File: config.mk
export PLATFORM = sky130hd
export DESIGN_NAME = frame_stream_tx
export DESIGN_NICKNAME = d
export VERILOG_FILES = /design/src/rtl/frame_stream_tx.sv
export SDC_FILE = /design/constraint.sdc
export NUM_CORES = 1
export LEC_CHECK = 0
export ABC_CLOCK_PERIOD_IN_PS = 1750
export CAP_MARGIN = 30
export CORE_MARGIN = 4
export CORE_UTILIZATION = 45
export CTS_CLUSTER_SIZE = 30
export DETAILED_ROUTE_END_ITERATION = 10
export PLACE_DENSITY_LB_ADDON = 0.08
export SLEW_MARGIN = 40
export SYNTH_ARGS = -nofsm -noshare
export SYNTH_HDL_FRONTEND = slang
export SYNTH_SLANG_ARGS = --single-unit
File: constraint.sdc
create_clock -name s_axis_aclk -period 1.75 [get_ports s_axis_aclk]
set_input_delay 0.2625 -clock s_axis_aclk [delete_from_list [all_inputs] [get_ports s_axis_aclk]]
set_output_delay 0.2625 -clock s_axis_aclk [all_outputs]
set_load 0.02 [all_outputs]
File: src/rtl/frame_stream_tx.sv
// Frames an unframed pixel-beat stream into fixed-size frames (tuser on first beat,
// tlast on last beat) for a requested number of frames, through a 2-entry skid buffer.
module frame_stream_tx #(
  parameter int PIXELS_PER_BEAT = 16,
  parameter int IMAGE_DIM       = 512,
  parameter int DATA_WIDTH      = 8*PIXELS_PER_BEAT,
  parameter int MAX_FRAMES      = 16
) (
  input  logic                          s_axis_aclk,
  input  logic                          s_axis_aresetn,
  input  logic                          start,
  input  logic [$clog2(MAX_FRAMES):0]   num_frames,
  input  logic [DATA_WIDTH-1:0]         s_axis_tdata,
  input  logic                          s_axis_tvalid,
  output logic                          s_axis_tready,
  output logic [DATA_WIDTH-1:0]         m_axis_tdata,
  output logic                          m_axis_tvalid,
  input  logic                          m_axis_tready,
  output logic                          m_axis_tlast,
  output logic                          m_axis_tuser,
  output logic [$clog2(MAX_FRAMES)-1:0] frame_index,
  output logic                          busy,
  output logic                          done
);

  localparam int BEATS_PER_FRAME = IMAGE_DIM*IMAGE_DIM/PIXELS_PER_BEAT;
  localparam int BCW = (BEATS_PER_FRAME > 1) ? $clog2(BEATS_PER_FRAME) : 1;
  localparam int NFW = $clog2(MAX_FRAMES) + 1;
  localparam int FIW = $clog2(MAX_FRAMES);

  typedef enum logic [1:0] {
    S_IDLE   = 2'd0,
    S_STREAM = 2'd1,
    S_DRAIN  = 2'd2
  } state_t;

  state_t                r_state;
  state_t                w_state_next;

  logic [BCW-1:0]        r_beat_cnt;
  logic [BCW-1:0]        w_beat_next;
  logic [FIW-1:0]        r_frame_index;
  logic [FIW-1:0]        w_frame_next;
  logic [NFW-1:0]        r_num_frames;
  logic [NFW-1:0]        w_nf_next;

  logic                  r_s_ready;
  logic                  w_s_ready_next;
  logic                  r_done;
  logic                  w_done_next;

  logic                  r_out_valid;
  logic [DATA_WIDTH-1:0] r_out_data;
  logic                  r_out_last;
  logic                  r_out_user;
  logic                  w_out_valid_next;
  logic [DATA_WIDTH-1:0] w_out_data_next;
  logic                  w_out_last_next;
  logic                  w_out_user_next;

  logic                  r_skid_valid;
  logic [DATA_WIDTH-1:0] r_skid_data;
  logic                  r_skid_last;
  logic                  r_skid_user;
  logic                  w_skid_valid_next;
  logic [DATA_WIDTH-1:0] w_skid_data_next;
  logic                  w_skid_last_next;
  logic                  w_skid_user_next;

  logic                  w_in_step;
  logic                  w_out_step;
  logic                  w_tag_last;
  logic                  w_tag_user;
  logic                  w_last_frame;
  logic                  w_start_ok;

  assign w_in_step    = s_axis_tvalid & r_s_ready;
  assign w_out_step   = r_out_valid & m_axis_tready;
  assign w_tag_last   = (r_beat_cnt == BCW'(BEATS_PER_FRAME - 1));
  assign w_tag_user   = (r_beat_cnt == '0);
  assign w_last_frame = ({1'b0, r_frame_index} == (r_num_frames - NFW'(1)));
  assign w_start_ok   = start && (r_state == S_IDLE) && (num_frames != '0) &&
                        (num_frames <= NFW'(MAX_FRAMES));

  always_comb begin
    w_state_next      = r_state;
    w_done_next       = 1'b0;
    w_beat_next       = r_beat_cnt;
    w_frame_next      = r_frame_index;
    w_nf_next         = r_num_frames;
    w_out_valid_next  = r_out_valid;
    w_out_data_next   = r_out_data;
    w_out_last_next   = r_out_last;
    w_out_user_next   = r_out_user;
    w_skid_valid_next = r_skid_valid;
    w_skid_data_next  = r_skid_data;
    w_skid_last_next  = r_skid_last;
    w_skid_user_next  = r_skid_user;

    if (w_out_step) begin
      if (r_skid_valid) begin
        w_out_data_next   = r_skid_data;
        w_out_last_next   = r_skid_last;
        w_out_user_next   = r_skid_user;
        w_skid_valid_next = 1'b0;
      end else begin
        w_out_valid_next  = 1'b0;
      end
    end

    // An accepted beat implies the skid was empty, so it never collides with a skid move.
    if (w_in_step) begin
      if (!r_out_valid || w_out_step) begin
        w_out_valid_next  = 1'b1;
        w_out_data_next   = s_axis_tdata;
        w_out_last_next   = w_tag_last;
        w_out_user_next   = w_tag_user;
      end else begin
        w_skid_valid_next = 1'b1;
        w_skid_data_next  = s_axis_tdata;
        w_skid_last_next  = w_tag_last;
        w_skid_user_next  = w_tag_user;
      end
      w_beat_next = w_tag_last ? '0 : r_beat_cnt + BCW'(1);
      if (w_tag_last) begin
        w_frame_next = r_frame_index + FIW'(1);
      end
    end

    case (r_state)
      S_IDLE: begin
        if (w_start_ok) begin
          w_state_next = S_STREAM;
          w_beat_next  = '0;
          w_frame_next = '0;
          w_nf_next    = num_frames;
        end
      end
      S_STREAM: begin
        if (w_in_step && w_tag_last && w_last_frame) begin
          w_state_next = S_DRAIN;
        end
      end
      S_DRAIN: begin
        // Leave as soon as the final beat is leaving, so done follows it by one cycle.
        if (!w_out_valid_next && !w_skid_valid_next) begin
          w_state_next = S_IDLE;
          w_done_next  = 1'b1;
        end
      end
      default: begin
        w_state_next = S_IDLE;
      end
    endcase

    w_s_ready_next = (w_state_next == S_STREAM) && !w_skid_valid_next;
  end

  always_ff @(posedge s_axis_aclk or negedge s_axis_aresetn) begin
    if (!s_axis_aresetn) begin
      r_state       <= S_IDLE;
      r_beat_cnt    <= '0;
      r_frame_index <= '0;
      r_num_frames  <= '0;
      r_s_ready     <= 1'b0;
      r_done        <= 1'b0;
      r_out_valid   <= 1'b0;
      r_out_data    <= '0;
      r_out_last    <= 1'b0;
      r_out_user    <= 1'b0;
      r_skid_valid  <= 1'b0;
      r_skid_data   <= '0;
      r_skid_last   <= 1'b0;
      r_skid_user   <= 1'b0;
    end else begin
      r_state       <= w_state_next;
      r_beat_cnt    <= w_beat_next;
      r_frame_index <= w_frame_next;
      r_num_frames  <= w_nf_next;
      r_s_ready     <= w_s_ready_next;
      r_done        <= w_done_next;
      r_out_valid   <= w_out_valid_next;
      r_out_data    <= w_out_data_next;
      r_out_last    <= w_out_last_next;
      r_out_user    <= w_out_user_next;
      r_skid_valid  <= w_skid_valid_next;
      r_skid_data   <= w_skid_data_next;
      r_skid_last   <= w_skid_last_next;
      r_skid_user   <= w_skid_user_next;
    end
  end

  assign s_axis_tready = r_s_ready;
  assign m_axis_tdata  = r_out_data;
  assign m_axis_tvalid = r_out_valid;
  assign m_axis_tlast  = r_out_last;
  assign m_axis_tuser  = r_out_user;
  assign frame_index   = r_frame_index;
  assign busy          = (r_state != S_IDLE);
  assign done          = r_done;

endmodule

Yosys cells after proc, flatten, opt, wreduce, memory -nomap -nowiden

Index checks and enable logic that the tools add are counted.

Bits in registers: 289
Bits of input ports: 138
Output and inout bits: 138
Logic and storage cells: 76

Add/subtract/negate cells: 3
Magnitude comparators: 1
Eq/ne operators: 5
Multiplexer cells: 33
Bitwise gates (word level): 3
Reduce and logical (&&, ||, !) cells: 17

Operators with widths:

| operator              | count |
|---|---|
| $mux 128              | 4 |
| $mux 14               | 4 |
| $mux 1                | 17 |
| $mux 4                | 4 |
| $add 14x1->14 const B | 1 |
| $eq 14x14->1 const B  | 1 |
| $logic_not 14->1      | 1 |
| $logic_and 1x1->1     | 7 |
| $mux 2                | 3 |
| $pmux 2 s3            | 1 |
| $eq 4x5->1            | 1 |
| $le 5x5->1 const B    | 1 |
| $reduce_bool 5->1     | 1 |
| $sub 5x1->5 const B   | 1 |
| $add 4x1->4 const B   | 1 |
| $eq 2x1->1 const B    | 2 |
| $reduce_and 2->1      | 2 |
| $logic_not 1->1       | 3 |
| $and 1x1->1           | 2 |
| $eq 2x2->1 const B    | 1 |
| $logic_not 2->1       | 1 |
| $reduce_bool 2->1     | 1 |
| $logic_or 1x1->1      | 1 |
| $not 1->1             | 1 |

Logic depth before layout (Yosys ltp)

Gate-level depths: netlist of run 1.

Depth after elaboration: 10
Gate-level depth with buffers: 7
Mapped depth without buffers: 7

Worst setup path after synthesis of run 1

OpenSTA, ideal clock, no wires.

Path type: reg2reg
Start point: register r_num_frames[0]
End point: register r_s_ready (netlist: s_axis_tready)
Setup time: 0.126 ns
Arrival: 1.540 ns
Data required time: 1.624 ns
Setup slack: 0.084 ns
Cell stages (with the launch flop): 8
Path buffers: 0
Clock period less this slack: 1.666 ns
Cell sequence: dfrtp_1 -> inv_1 -> ha_1 -> nand3b_1 -> a21o_1 -> a2111oi_4 -> a211oi_2 -> nor2b_4

Word-level cells in the longest chain between the ends: 7

RTL lines:

| what                   | line | text |
|---|---|---|
| from (decl)            | 44   | `logic [NFW-1:0] r_num_frames;` |
| from (signal assigned) | 179  | `r_num_frames <= w_nf_next;` |
| $sub 5x1->5            | 81   | `assign w_last_frame = ({1'b0, r_frame_index} == (r_num_frames - NFW'(1)));` |
| $eq 4x5->1             | 81   |  |
| $logic_and 1x1->1      | 140  | `if (w_in_step && w_tag_last && w_last_frame) begin` |
| $mux 2                 | 140  |  |
| $pmux 2 s3             | 130  | `case (r_state)` |
| net w_state_next[0]    | 38   | `state_t w_state_next;` |
| $eq 2x1->1             | 156  | `w_s_ready_next = (w_state_next == S_STREAM) && !w_skid_valid_next;` |
| $logic_and 1x1->1      | 156  |  |
| net w_s_ready_next     | 48   | `logic w_s_ready_next;` |
| to (signal assigned)   | 180  | `r_s_ready <= w_s_ready_next;` |
| to (decl)              | 47   | `logic r_s_ready;` |

The timed path passes the listed nets, and every way through them passes these cells.
A chain may end at the register's enable or synchronous reset.

Worst setup path in the final report of run 1

Ends and elaborated chain as after synthesis.

==> impl_metrics.toml, run 1 <==
[layout]
drive_gt1_frac = 0.202
diodes = 0
stdcell_count = 1703
area_growth_pct = 38.0
layout.nets = 1481

[critical_path]
arrival_ns = 2.15
crit_required_ns = 2.19
slowest_stage = "a2111oi_4"
r2r_start = "r_num_frames[0]"
startpoint = "r_num_frames[0]"
worstPathCellList = "inv_2, ha_4, nand3b_1, a21o_1, a2111oi_4, a211oi_2, nor2b_4"
cp-start-kind = "flip-flop"
cp-end-kind = "flip-flop"
critPathKind = "flip-flop to flip-flop"
max_stage_delay_ns = 0.39
crit_fanout = 4

[grt]
grt_usage = 0.192
grt.overflow.total = 0
grt_start_max_net_pins = 53
grt_pass1_vias = 9038
grt_pass1_wl_um = 48300
antenna_found_initial = 2

[synth]
avgSynthCellArea_um2 = 12.3
synth-adder-area-share = 0.00404
synth-edff-count = 0
synth_ff_type = "dfrtp_1"
muxShareOfSynthArea = 0.222
synth_xor_area_frac = 0.0141
yosysSeqAreaShare = 0.583
syn_area_um2 = 12400
synth_seq_cells = 289
async_flop_share = 1.00
synth_top_family_by_area = "multiplexers"
synth-simple-area-share = 0.0818
yosys_warnings = 0
synth_nets = 1150
synth-compound-area-share = 0.0634
yosysUniqueCellTypes = 43
synthCells = 1008

[timing]
worst_slew_pin_slew_ns = 0.418
maxSlewViolCount = 0
fmax_ghz = 0.585
setup_viol = 0
min_period_ns = 1.71
holdWs_ns = 0.216
period_share = 0.977
max_slew_margin = 0.721
setup_ws_ns = 0.0405
hold_viol = 0
finClkSkew_ns = 0.0230
rsz0062_at_grt = "yes"

[detailed_routing]
ant_nets = 0
avgViaCountPerCell = 5.11
num_vias = 8697
wl_per_cell_um = 17.3
drc = 0
drt_iter0_drc = 470
drtPass1Iterations = 4
wl_um = 29500

[clocking]
clockBufferDepth = 3
clock_latency_ns = 0.55
cts_max_level = 1
post_cts_buffers = 0
root_buffer = "clkbuf_16"
clkTransAtPathRegs_ns = 0.06
cts_tree = "yes"
cts_made_buffers = 30
clock_sink_count = 289

[placement]
pre_cts_slack_ns = -0.205
dp_hpwl_um = 21200
dp_cells = 1647
gp_congestion = 0.754
portBuffers = 275

[hold_path]
hold_class = "input pin to async pin"

[floorplan]
rows = 60
die_h_um = 174
die_w_um = 174
core-area_um2 = 27000
dieArea_um2 = 30300
num_io_pins = 276
start_util = 0.459

[outcome]
status = "complete, no violations"

[flow_run]
cap_violations = 0

[pwr]
p_per_area_nw_per_um2 = 1660
irDropWorstVdd_mv = 0.970
power.leakage_nw = 8.52
layer usage:
metal  track usage  vias up  share of wire
met5             0        -        0.00074
met4        0.0459        4          0.021
met3        0.0581       37          0.079
met2         0.306      238           0.46
met1         0.261     4241           0.44
li1              -     4177              -
worst max-delay path: cells and delay by family (launching register included):
family,cells,cell delay (ns)
DFF,1,0.36
buffers and inverters,1,0.06
AOI/OAI and AO/OA,3,0.74
and+or+nand+nor,2,0.28
adders and majority gates,1,0.17
per-stage QoR:
stage	total power, mW	area, um^2	TNS, ns	util
final	28.4	17100	0	0.633
after global routing	30.2	17100	-0.0271	0.633
after CTS	28.7	17100	0	0.633
after detailed placement	23.1	16200	-39.91	0.601
after global placement	22.8	16200	-36.57	0.601
after floorplan	17.6	12400	0	-
placed cells by master (no fill, tap or decap), types with 2 or more instances in the layout:
cell / count
or3_1: 2
clkbuf_1: 8
inv_2: 2
xor2_1: 11
buf_12: 31
a21oi_1: 9
mux2_2: 129
buf_4: 51
nand2_1: 155
nand3b_1: 2
bufinv_16: 2
clkbuf_16: 31
o21ai_0: 109
clkinv_2: 4
o21ai_1: 27
and2_1: 5
dfrtp_1: 289
clkbuf_8: 10
nand4_1: 5
nor3_1: 3
clkdlybuf4s50_1: 136
nand3_1: 6
dlygate4sd2_1: 137
and4_1: 4
nor2_1: 23
xnor2_1: 9
inv_1: 4
mux2i_1: 130
ha_1: 3
cells in the mapped netlist, types with 2 or more instances:
cell type,n,area [um^2]
nor2_1,23,86.3
o21ai_1,27,135
buf_4,15,113
and4_1,4,35.0
xnor2_1,9,78.8
nor3_1,3,15.0
ha_1,4,50.1
xor2_1,11,96.3
nand3b_1,2,15.0
buf_2,24,120
nand4_1,5,31.3
or3_1,2,12.5
o21ai_0,109,546
dfrtp_1,289,7230
buf_6,8,90.1
mux2_2,129,1450
nand2_1,155,582
clkbuf_1,12,45.0
mux2i_1,130,1300
inv_1,6,22.5
a21oi_1,9,45.0
and2_1,5,31.3
nand3_1,7,35.0
power breakdown:
group	leakage, nW	total (mW)	switching, mW	internal, mW
clock network	0.507	6.48	2.54	3.94
registers	3.57	11.2	1.54	9.71
logic	4.45	10.6	5.47	5.18
path summary, 6_finish.rpt:
path	endpoint	slack [ns]	depth (start not counted)
min reg2reg	r_skid_last	0.49	2
min	m_axis_tdata[65]	0.22	2
max in group asynchronous	m_axis_tdata[11]	0.88	3
max reg2reg	s_axis_tready	0.04	7
min in group s_axis_aclk	m_axis_tdata[106]	0.30	3
max	s_axis_tready	0.04	7
what timing repair did:
item	in CTS	in global routing
resized for setup	139	5
setup endpoints to repair	138	3
gates cloned	0	0
hold buffers	1	0
hold endpoints to repair	73	0
pin swaps	1	2
cells by family (layout without fill, tap and decap cells):
logic type      count (synthesis)  in the layout
compound gates                149            149
xor+xnor                       20             20
fa+ha+maj                       4              4
buf+inv                        65            419
flops                         289            289
mux                           259            259
simple gates                  222            222
state kept, by name (all words and copies together), names as in the netlist:
signal and flops:
r_skid_valid 1, s_axis_tready 1, m_axis_tuser 1, r_skid_user 1, r_state 2, r_beat_cnt 14, frame_index 4, r_num_frames 5
m_axis_tvalid 1, done 1, r_skid_data 128, m_axis_tdata 128, r_skid_last 1, m_axis_tlast 1
area by class of cell:
type                            instances  area (um^2)
Timing Repair Buffer                  358         3590
Sequential cell                       289         7230
Multi-Input combinational cell        654         4820
Clock buffer                           49          943
Fill cell                            2216         9910
Clock inverter                          6         80.1
Inverter                                6         22.5
Tap cell                              341          427
Note: power is estimated with default switching activity, not from simulation.
==> inputs of run 2 (changes only) <==
--- a/config.mk
+++ b/config.mk
@@ -11,2 +11,3 @@
 export CORE_UTILIZATION = 45
+export CTS_CLUSTER_DIAMETER = 150
 export CTS_CLUSTER_SIZE = 30
--- a/constraint.sdc
+++ b/constraint.sdc
@@ -3,2 +3,2 @@
 set_output_delay 0.2625 -clock s_axis_aclk [all_outputs]
-set_load 0.02 [all_outputs]
+set_load 0.05 [all_outputs]
==> run 2 against run 1 <==
  * Cell area shrank 4.6%
  * Critical path depth did not move
  * Via count shrank 1.1%
  * Core utilization down 2.9 points
  * Clock skew down 0.0095 ns
  * Worst hold slack improved by 0.059 ns
  * Power increased by 2.4%
  * Sequential cell count unchanged
  * First-iteration DRC count shrank 7.7%
  * Critical path type unchanged
  * Highest routed layer unchanged
==> impl_metrics.toml, run 2 (same netlist as run 1, synthesis figures left out) <==
[grt]
grt_pass1_wl_um = 47000
grt_usage = 0.186
grt_pass1_vias = 8770
grt.overflow.total = 0
antenna_found_initial = 1
grt_start_max_net_pins = 59

[timing]
period_share = 0.982
fmax_ghz = 0.582
min_period_ns = 1.72
holdWs_ns = 0.275
finClkSkew_ns = 0.0135
worst_slew_pin_slew_ns = 0.488
max_slew_margin = 0.676
rsz0062_at_grt = "yes"
maxSlewViolCount = 0
hold_viol = 0
setup_viol = 0

[floorplan]
die_w_um = 174
num_io_pins = 276
start_util = 0.459
die_h_um = 174
core-area_um2 = 27000
rows = 60
dieArea_um2 = 30300

[outcome]
status = "complete, no violations"

[detailed_routing]
wl_per_cell_um = 17.4
drt_iter0_drc = 434
drtPass1Iterations = 5
wl_um = 29000
avgViaCountPerCell = 5.15
ant_nets = 0
num_vias = 8602
drc = 0

[clocking]
cts_max_level = 1
root_buffer = "clkbuf_16"
cts_tree = "yes"
clkTransAtPathRegs_ns = 0.11
cts_made_buffers = 13
clock_latency_ns = 0.49
post_cts_buffers = 0
clock_sink_count = 289
clockBufferDepth = 3

[pwr]
p_per_area_nw_per_um2 = 1780
finalPower_mw = 29.0
clock_power_share = 0.119
power.leakage_nw = 8.04
irDropWorstVdd_mv = 1.05
power_frac_comb = 0.493
switching_share = 0.425
pwr-share-seq = 0.388
p_sw_mw = 12.3
p_int_mw = 16.7

[placement]
gp_congestion = 0.766
dp_hpwl_um = 21400
portBuffers = 275

[layout]
drive_gt1_frac = 0.286
layout.nets = 1470
final_core_util = 0.604
layout_commonest_cell = "dfrtp_1"
nFillCells = 2253
area_growth_pct = 31.7
final_cell_mix = "dfrtp_1, buf_4, nand2_1, clkdlybuf4s50_1, mux2i_1"
diodes = 0

[critical_path]
cp-start-kind = "flip-flop"
crit_required_ns = 2.13
crit_fanout = 4
cp-end-kind = "flip-flop"
arrival_ns = 2.10
critPathKind = "flip-flop to flip-flop"

[hold_path]
hold_class = "input pin to async pin"

[flow_run]
cap_violations = 0
[run 2: final timing paths]
kind / startpoint / end / slack, ns / cells after the start
setup / recovery: r_num_frames[1] / s_axis_tready / 0.03 / 7
setup reg to reg: r_num_frames[1] / s_axis_tready / 0.03 / 7
hold / removal: s_axis_aresetn / m_axis_tdata[64] / 0.27 / 2
hold reg to reg: r_skid_user / r_skid_user / 0.49 / 2
max in group asynchronous: s_axis_aresetn / m_axis_tdata[94] / 0.71 / 3
min in group s_axis_aclk: s_axis_tdata[103] / m_axis_tdata[103] / 0.33 / 3
[run 2: cell type report]
type	instances	area (um^2)	share of cell area
Sequential cell	289	7240	0.443
Clock inverter	1	16.3	0.000996
Multi-Input combinational cell	654	4820	0.295
Timing Repair Buffer	364	3480	0.213
Clock buffer	14	329	0.0201
Inverter	6	22.5	0.00138
Tap cell	341	427	0.0261
[run 2: routing by layer]
layer	track usage	share of wire
met5	0	0.00045
met4	0.0360	0.016
met3	0.0515	0.070
met2	0.305	0.47
met1	0.253	0.44
[run 2: through the flow]
| stage | instance area [um^2] | worst slack, ns | setup TNS, ns | cells |
|---|---|---|---|---|
| 2_1_floorplan | 12400 | 0.0483 | 0 | 1008 |
| 3_3_place_gp | 16000 | -0.163 | -37.06 | 1653 |
| 3_5_place_dp | 16000 | -0.201 | -37.85 | 1653 |
| 4_1_cts | 16300 | 0.0240 | 0 | 1669 |
| 5_1_grt | 16300 | -0.0364 | -0.0364 | 1669 |
| 6_report | 16300 | 0.0322 | 0 | 1669 |
[run 2: power by group through the flow]
stage	Combinational [mW]	Sequential (mW)	Clock (mW)
5_1_grt	15.2	11.7	3.85
2_1_floorplan	4.78	16.0	0
4_1_cts	14.4	11.3	3.62
6_report	14.3	11.3	3.45
3_3_place_gp	14.2	11.3	0
3_5_place_dp	14.5	11.4	0
[run 2: critical path, cell delays in order (launching register included)]
cell and delay [ns]:
dfrtp_1 0.38, inv_2 0.06, ha_4 0.17, nand3b_1 0.16, a21o_1 0.20, a2111oi_4 0.38
a211oi_2 0.13, nor2b_4 0.13
[run 2: timing repair]
item / in CTS / in global routing
endpoints found under the setup margin: 11 / 2
hold buffers: 1 / 0
gates resized for setup: 11 / 5
endpoints found under the hold margin: 39 / 0
pin swaps: 0 / 1
==> inputs of run 3 (changes only) <==
ABC_AREA = 1   (was default)
==> run 3 against run 2 <==
  * Cell area down 3.1%
  * Maximum frequency is 4.6% higher
  * Worst setup slack gained 0.075 ns
  * Clock skew grew 0.0024 ns
==> impl_metrics.toml, run 3 <==
[critical_path]
crit_fanout = 2
startpoint = "m_axis_tdata[42]"
max_stage_delay_ns = 0.54
critPathKind = "flip-flop to output pin"
cpLargestDelayFamily = "buffers and inverters"
critPathBufInv = 1
slowest_stage = "dlygate4sd2_1"
cp-start-kind = "flip-flop"
crit_required_ns = 1.49
cp-end-kind = "output pin"
worstPathCellList = "dlygate4sd2_1"
arrival_ns = 1.38
r2r_start = "r_beat_cnt[1]"

[placement]
dpl_cell_area_um2 = 15500
dp_cells = 1939
gp_congestion = 0.828
dp_hpwl_um = 22300
portBuffers = 275

[synth]
synth_ff_type = "dfrtp_1"
synthCells = 1343
syn_area_um2 = 12200
synth_seq_cells = 289
synth_nets = 1485
synth_top_area_share = 0.591
yosysTopAreaCell = "dfrtp_1"
synth_common_cells = "dfrtp_1, nand2_1, o21ai_0, inv_1, a21oi_1"
yosysUniqueCellTypes = 34
synth_area_leaders = "dfrtp_1, nand2_1, o21ai_0"
async_flop_share = 1.00
avgSynthCellArea_um2 = 9.11
yosysSeqAreaShare = 0.591
synth-edff-count = 0
yosys_warnings = 0
synth.most_common_cell = "dfrtp_1"

[floorplan]
num_io_pins = 276
dieArea_um2 = 29900
core-area_um2 = 26900
die_w_um = 173
rows = 60
die_h_um = 173
start_util = 0.455

[layout]
nFillCells = 2389
stdcell_count = 1955
area_growth_pct = 29.3
layout_commonest_cell = "dfrtp_1"
layout.nets = 1757
final_cell_mix = "dfrtp_1, nand2_1, o21ai_0, buf_4, inv_1"
drive_gt1_frac = 0.140
diodes = 0
final_core_util = 0.589
fin_area_um2 = 15800

[pwr]
irDropWorstVdd_mv = 1.15
power_frac_comb = 0.509
p_int_mw = 16.3
clock_power_share = 0.112
pwr-share-seq = 0.379
finalPower_mw = 30.5
p_per_area_nw_per_um2 = 1930
switching_share = 0.467
p_sw_mw = 14.3
power.leakage_nw = 7.93

[clocking]
clkTransAtPathRegs_ns = 0.12
cts_made_buffers = 13
cts_tree = "yes"
clock_sink_count = 289
root_buffer = "clkbuf_16"
clock_latency_ns = 0.49
cts_max_level = 1
clockBufferDepth = 3

[grt]
antenna_found_initial = 0
grt_pass1_wl_um = 53100
grt_start_max_net_pins = 91
grt_usage = 0.211
grt.overflow.total = 0
grt_pass1_vias = 10138

[hold_path]
hold_class = "input pin to flip-flop"
min_from = "s_axis_tdata[124]"

[timing]
finalSetupTns_ns = 0
hold_viol = 0
finClkSkew_ns = 0.0158
maxSlewViolCount = 0
worst_slew_pin_slew_ns = 0.632
min_period_ns = 1.64
fmax_ghz = 0.609
period_share = 0.939
setup_viol = 0
rsz0062_at_grt = "yes"
max_slew_margin = 0.579

[detailed_routing]
avgViaCountPerCell = 5.14
drt_iter0_drc = 843
num_vias = 10054
ant_nets = 0
drtPass1Iterations = 6
wl_um = 32000
wl_per_cell_um = 16.4
drc = 0

[outcome]
status = "complete, no violations"

[flow_run]
cap_violations = 0
-- run 3: cell count changes in the layout (fill, tap and decap cells not counted), sizes merged, moves of 55 or more --
| cell | before | now |
|---|---|---|
| inv | 6 | 166 |
| mux2 | 129 | 0 |
| mux2i | 130 | 1 |
| nand2 | 156 | 254 |
| a21oi | 9 | 86 |
| a22oi | 1 | 74 |
| nor2 | 24 | 92 |
| o21ai | 136 | 195 |
| o22ai | 0 | 55 |
-- run 3: layout make-up --
| type | instances | area (um^2) | area share |
|---|---|---|---|
| inverter | 166 | 633 | 0.0400 |
| clock inverter | 1 | 16.3 | 0.00103 |
| tap | 341 | 427 | 0.0270 |
| sequential | 289 | 7230 | 0.457 |
| timing repair buffer | 342 | 3210 | 0.203 |
| clock buffer | 13 | 325 | 0.0206 |
| multi-input combinational | 803 | 3980 | 0.252 |
-- run 3: power by group through the flow --
stage | logic, mW | clock network (mW) | registers (mW)
3_5_place_dp | 15.7 | 0 | 11.7
4_1_cts | 15.6 | 3.57 | 11.6
5_1_grt | 16.9 | 3.80 | 12.0
2_1_floorplan | 5.23 | 0 | 16.8
3_3_place_gp | 15.4 | 0 | 11.6
6_report | 15.5 | 3.43 | 11.6
-- run 3: worst register-to-register path: cells and delay by family (launching register included) --
family                   cells  cell delay, ns
AND/OR/NAND/NOR              7            0.80
adder cells (fa/ha/maj)      1            0.21
flip-flops                   1            0.41
buffers and inverters        1            0.13
-- run 3: metrics by stage --
stage	worst slack, ns	hold slack (ns)
2_1_floorplan	0.0902	-0.0331
3_3_place_gp	-0.0926	0.294
3_5_place_dp	-0.173	0.291
4_1_cts	0.0799	0.305
5_1_grt	-0.0132	0.315
6_report	0.108	0.327
-- run 3: logic make-up (layout without fill, tap and decap cells) --
group	Yosys count	in the layout	share of synthesized area
compound gates	413	413	0.190
xor+xnor	5	5	0.00358
fa+ha+maj	4	4	0.00409
buf+inv	251	522	0.0847
simple gates	380	380	0.126
flops	289	289	0.591
mux	1	1	0.000818
-- run 3: path summary, 6_finish.rpt --
kind                       slack [ns]  cells past startpoint          endpoint
max in group asynchronous        0.75                      3    frame_index[3]
max                              0.11                      1  m_axis_tdata[42]
min                              0.33                      3  r_skid_data[124]
min in group asynchronous        0.36                      2  m_axis_tdata[29]
max reg2reg                      0.12                      9    frame_index[3]
min reg2reg                      0.48                      1              done
-- run 3: repair_timing --
action / CTS / global route
buffers inserted: 0 / 1
gates cloned: 0 / 0
hold buffers: 1 / 0
resized for setup: 10 / 1
endpoints found under the setup margin: 10 / 30
endpoints found under the hold margin: 50 / 0
-- run 3: per-layer routing --
metal	wire (um)	track usage	vias up
li1	-	-	4943
met2	14700	0.334	262
met5	0	0	-
met3	2020	0.0518	36
met4	734	0.0442	0
met1	14600	0.301	4813
